File: config.mk
export PLATFORM = sky130hd
export DESIGN_NAME = reorder_buffer
export DESIGN_NICKNAME = d
export VERILOG_FILES = /design/src/rtl/reorder_buffer.sv
export SDC_FILE = /design/constraint.sdc
export NUM_CORES = 2
export LEC_CHECK = 0
export CAP_MARGIN = 10
export CORE_ASPECT_RATIO = 2
export CORE_MARGIN = 2
export CORE_UTILIZATION = 33
export DETAILED_ROUTE_END_ITERATION = 10
export SLEW_MARGIN = 20
export SYNTH_ARGS = -nofsm -noshare
export SYNTH_HDL_FRONTEND = slang
export SYNTH_SLANG_ARGS = --single-unit
File: constraint.sdc
create_clock -name clk_i -period 7.3 [get_ports clk_i]
set_input_delay 1.825 -clock clk_i [delete_from_list [all_inputs] [get_ports clk_i]]
set_output_delay 1.825 -clock clk_i [all_outputs]
set_load 0.02 [all_outputs]
File: src/rtl/reorder_buffer.sv
// Reorder buffer: allocates tags at issue, captures CDB results, retires in program order.
// Latency: tag granted combinationally at issue; CDB write at edge N commits no earlier than cycle N+1.
// Backpressure: issue_ready_o low when full or recovering; commit_stall_i holds the head. Option: ROB_OPERAND_READ_EN.
module reorder_buffer #(
   parameter int TAG_W = 4,
   parameter int XLEN  = 32
) (
   input  logic             clk_i,
   input  logic             reset_ni,
   input  logic             issue_valid_i,
   output logic             issue_ready_o,
   input  logic [4:0]       issue_dst_i,
   input  logic             issue_store_i,
   input  logic             issue_branch_i,
   output logic [TAG_W-1:0] issue_rob_tag_o,
   input  logic             cdb_valid_i,
   input  logic [TAG_W-1:0] cdb_rob_tag_i,
   input  logic [XLEN-1:0]  cdb_value_i,
   input  logic             cdb_mispredict_i,
   input  logic [XLEN-1:0]  cdb_target_i,
   input  logic             commit_stall_i,
   output logic             commit_valid_o,
   output logic [TAG_W-1:0] commit_rob_tag_o,
   output logic [4:0]       commit_dst_o,
   output logic [XLEN-1:0]  commit_value_o,
   output logic             commit_store_o,
   output logic             recover_en_o,
   output logic [XLEN-1:0]  recover_pc_o,
`ifdef ROB_OPERAND_READ_EN
   input  logic [TAG_W-1:0] rd_tag1_i,
   input  logic [TAG_W-1:0] rd_tag2_i,
   output logic             rd_ready1_o,
   output logic             rd_ready2_o,
   output logic [XLEN-1:0]  rd_value1_o,
   output logic [XLEN-1:0]  rd_value2_o,
`endif
   output logic [TAG_W:0]   count_o
);

   localparam int DEPTH = 2**TAG_W;

   typedef struct packed {
      logic            valid;
      logic            done;
      logic [4:0]      dst;
      logic            store;
      logic            branch;
      logic            mispredict;
      logic [XLEN-1:0] value;
      logic [XLEN-1:0] target;
   } entry_t;

   entry_t           rob_q [DEPTH];
   logic [TAG_W-1:0] head_q;
   logic [TAG_W-1:0] tail_q;
   logic [TAG_W:0]   count_q;

   entry_t           head_e;
   logic             issue_fire;
   logic             cdb_hit;

   // The head entry drives every commit/recovery output; no CDB bypass, so only stored state is used.
   always_comb begin
      head_e         = rob_q[head_q];
      commit_valid_o = head_e.valid && head_e.done && !commit_stall_i;
      recover_en_o   = commit_valid_o && head_e.mispredict;
      issue_ready_o  = (count_q < (TAG_W+1)'(DEPTH)) && !recover_en_o;
      issue_fire     = issue_valid_i && issue_ready_o;
      cdb_hit        = cdb_valid_i && rob_q[cdb_rob_tag_i].valid;
   end

   assign issue_rob_tag_o  = tail_q;
   assign commit_rob_tag_o = head_q;
   assign commit_dst_o     = head_e.dst;
   assign commit_value_o   = head_e.value;
   assign commit_store_o   = head_e.store;
   assign recover_pc_o     = head_e.target;
   assign count_o          = count_q;

`ifdef ROB_OPERAND_READ_EN
   // Operand bypass reads for issue: completed-but-uncommitted results.
   always_comb begin
      rd_ready1_o = rob_q[rd_tag1_i].valid && rob_q[rd_tag1_i].done;
      rd_ready2_o = rob_q[rd_tag2_i].valid && rob_q[rd_tag2_i].done;
      rd_value1_o = rob_q[rd_tag1_i].value;
      rd_value2_o = rob_q[rd_tag2_i].value;
   end
`endif

   // Entry storage and pointers: recovery flushes everything, otherwise issue/CDB/commit all apply in one edge.
   always_ff @(posedge clk_i or negedge reset_ni) begin
      if (!reset_ni) begin
         for (int i = 0; i < DEPTH; i++) begin
            rob_q[i] <= '0;
         end
         head_q  <= '0;
         tail_q  <= '0;
         count_q <= '0;
      end else if (recover_en_o) begin
         // The mispredicted branch retires this cycle; everything younger is discarded with it.
         for (int i = 0; i < DEPTH; i++) begin
            rob_q[i].valid <= 1'b0;
         end
         head_q  <= '0;
         tail_q  <= '0;
         count_q <= '0;
      end else begin
         if (issue_fire) begin
            rob_q[tail_q].valid      <= 1'b1;
            rob_q[tail_q].done       <= 1'b0;
            rob_q[tail_q].dst        <= issue_dst_i;
            rob_q[tail_q].store      <= issue_store_i;
            rob_q[tail_q].branch     <= issue_branch_i;
            rob_q[tail_q].mispredict <= 1'b0;
            tail_q                   <= tail_q + 1'b1;
         end
         // The tail entry is never valid, so a CDB hit can't collide with the issue write.
         if (cdb_hit) begin
            rob_q[cdb_rob_tag_i].done  <= 1'b1;
            rob_q[cdb_rob_tag_i].value <= cdb_value_i;
            if (rob_q[cdb_rob_tag_i].branch) begin
               rob_q[cdb_rob_tag_i].mispredict <= cdb_mispredict_i;
               rob_q[cdb_rob_tag_i].target     <= cdb_target_i;
            end
         end
         if (commit_valid_o) begin
            rob_q[head_q].valid <= 1'b0;
            head_q              <= head_q + 1'b1;
         end
         case ({issue_fire, commit_valid_o})
            2'b10:   count_q <= count_q + 1'b1;
            2'b01:   count_q <= count_q - 1'b1;
            default: count_q <= count_q;
         endcase
      end
   end

endmodule

==> results.cfg <==
[status]
outcome = finished clean

[floorplan]
start_util = 0.332
floorplan.die_area_sq_mm = 0.169
dieHeight_um = 580
die_width_um = 292
io_pins = 167
core.rowCount = 211
core_area_sq_mm = 0.165

[setup_path]
critPathArrivalTime_ns = 4.04
worstSetupStartpointType = flop
cp_slowest_cell = dfrtp_4
critical_register_to_register_path_startpoint = commit_rob_tag_o[2]$_DFFE_PN0P_
ff2ff_setup_slack_ns = 2.54
crit_top_cell = mux4_2
timing.reg2reg.worst_path_depth = 10
number_of_buffers_and_inverters_on_the_critical_path = 3
critical-path-top-delay-family = buffers and inverters
type_of_the_worst_setup_path = reg -> out
crit_required_ns = 5.48
crit_path_cell_trace = buf_12 > buf_4 > mux4_2 > mux4_2 > clkdlybuf4s50_1
crit_path_end_kind = primary output
critical_path.max_stage_delay_ns = 0.95
critPathMaxFanout = 57

[cts]
clock_latency_on_the_worst_skew_pair_ns = 0.71
clkSlewWorstSetupHoldPaths_ns = 0.07
clk_path_buf_depth = 3
post-cts-setup-buffers = 0
clock_tree_from_tritoncts = done
cts.sink_count = 1197
cts_inserted_buffers = 110
htree_num_levels = 3
cts_resized = 0
ctsHoldBuffers = 0
clock_tree.root_cell = clkbuf_16

[timing]
max_freq_mhz = 170
grt_setup_unrepaired = no
min_tclk_post_route_ns = 5.87
total_of_endpoints_with_negative_setup_slack_in_the_final_report = 0
worstMarginPinSlew_ns = 1.14
hold_viol_final = 0
timing.clock.skew_ns = 0.0572
layout_worst_path_cycle_share = 0.804
setup_tns_ns = 0
drv_slew = 0
final_setup_slack_of_the_worst_path_ns = 1.43
worst_rel_slew_slack = 0.236
hold_ws_ns = 0.482

[hold_path]
min_delay_path_depth = 1
holdCritPathClass = reg -> reg

[cells_and_area]
finish.instance_area_sq_mm = 0.0624
layout_stage_area_growth_over_the_synthesis_result_pct = 14.0
layout-drive-gt1-share = 0.497
area.sequential_sq_mm = 0.0300
multiInputGateArea_sq_mm = 0.0234
utilization = 0.378
fillerInstances = 15200
nNetsFinal = 3458

[placed_design]
port_buffers = 166
routabilityCongestion = 0.749
placed_area_sq_mm = 0.0586
preCtsSetupSlack_ns = 1.33
dpl.hpwl_um = 81700

[route]
drt_first_pass_iters = 4
drc = 0
vias = 29500
routed_wirelength_um = 141000
drt-wirelength-per-cell_um = 25.2
first_drt_iteration_drcs = 1356
detail_route.vias_per_cell = 5.28
antenna_left = 0

[yosys]
syn_nets = 3399
yosys.cell_types.count = 50
syn-instance-count = 3306
avg_synthesized_cell_area_sq_um = 16.6
synth_warnings = 0
fraction_of_synthesis_flops_using_an_asynchronous_set_or_reset_pin = 1.00
synth_sequential_area_ratio = 0.547
synth_enable_flop_cells = 0
syn-cell-area_sq_mm = 0.0547
ys_seq_elements = 1197
synth_flop_cell = dfrtp_1

[global_routing]
first_global_vias = 32800
first_pass_grt_wire_length_um = 215000
grt_antenna_before_repair = 26
grt_use_total = 0.168
globalRouteOverflowTotal = 0
grt_max_degree = 184

[run]
timing.max_cap.violations = 0

[power]
p_leak_nw = 27.9
irDropWorstVdd_mv = 0.262
p_per_area_mw_per_mm2 = 361
## report_power, final
part           switching, mW  internal, mW  total, mW
Combinational           3.14          4.01       7.15
Clock                   2.63          3.29       5.93
Sequential              1.05          8.40       9.45
Total                   6.83          15.7       22.5
## worst max path at each step
stage | from | to | slack [ns] | depth (start not counted)
after global routing | commit_rob_tag_o[0]$_DFFE_PN0P_ | commit_store_o | 1.22 | 5
after CTS | commit_rob_tag_o[2]$_DFFE_PN0P_ | recover_en_o | 1.26 | 6
after floorplan | commit_stall_i | issue_ready_o | 1.77 | 8
after detailed placement | commit_stall_i | recover_en_o | 1.33 | 5
final | commit_rob_tag_o[1]$_DFFE_PN0P_ | recover_pc_o[3] | 1.43 | 5
after global placement | commit_stall_i | recover_en_o | 1.32 | 5
## per-layer routing
metal	wire length (um)	vias up	share of wire	GRT usage
met2	75000	478	0.53	0.308
met1	56600	16300	0.40	0.200
li1	-	12500	-	-
met4	4550	24	0.032	0.0542
met3	4900	251	0.035	0.0260
met5	155	-	0.0011	0
## layout by cell type, fill, tap and decap left out, types with 8 or more instances in the layout
cell and count:
a21oi_1 19, clkbuf_8 29, clkinv_2 22, a311oi_1 14, clkdlybuf4s50_1 165, nor2_1 19, dfrtp_1 1193, ha_1 11
nand2_1 45, inv_1 10, nand2b_1 13, mux2_1 90, clkbuf_16 111, buf_4 47, clkbuf_1 28, o21ai_0 37
nor2b_1 11, mux2_2 1046, mux2i_1 24, nor2_2 13, buf_12 27, nand3_1 18, nor4b_4 8, nor4_4 12
mux4_2 366
## cell families after synthesis
logic type	synth area share
compound gates	0.0104
xor+xnor	0.000800
fa+ha+maj	0.00288
buf+inv	0.0261
flops	0.547
mux	0.389
simple gates	0.0237
## cell usage after synthesis (10+ instances only)
master	n	area, sq um
a21oi_1	20	100
a311oi_1	14	123
buf_1	46	173
buf_2	77	385
buf_4	18	135
buf_6	17	191
clkbuf_1	135	507
dfrtp_1	1197	30000
ha_1	11	138
inv_1	10	37.5
mux2_1	90	1010
mux2_2	1046	11800
mux2i_1	24	240
mux4_2	366	8240
nand2_1	45	169
nand2b_1	13	81.3
nand3_1	18	90.1
nor2_1	19	71.3
nor2_2	13	81.3
nor2b_1	11	68.8
nor4_4	12	255
o21ai_0	37	185
## stage by stage
stage	total power [mW]	cells
finish	22.5	5594
global route	23.8	5593
CTS	23.0	5589
detailed placement	16.9	5382
global placement	16.7	5382
floorplan	14.4	3306
## final cells by class
class,count,area share
clock inverter,39,0.00706
antenna,4,0.000160
clock buffer,168,0.0526
tap,2130,0.0427
timing repair buffer,240,0.0412
inverter,10,0.000602
multi-input combinational,1806,0.375
sequential,1197,0.480
No activity file was read; power rests on OpenSTA's default activity.
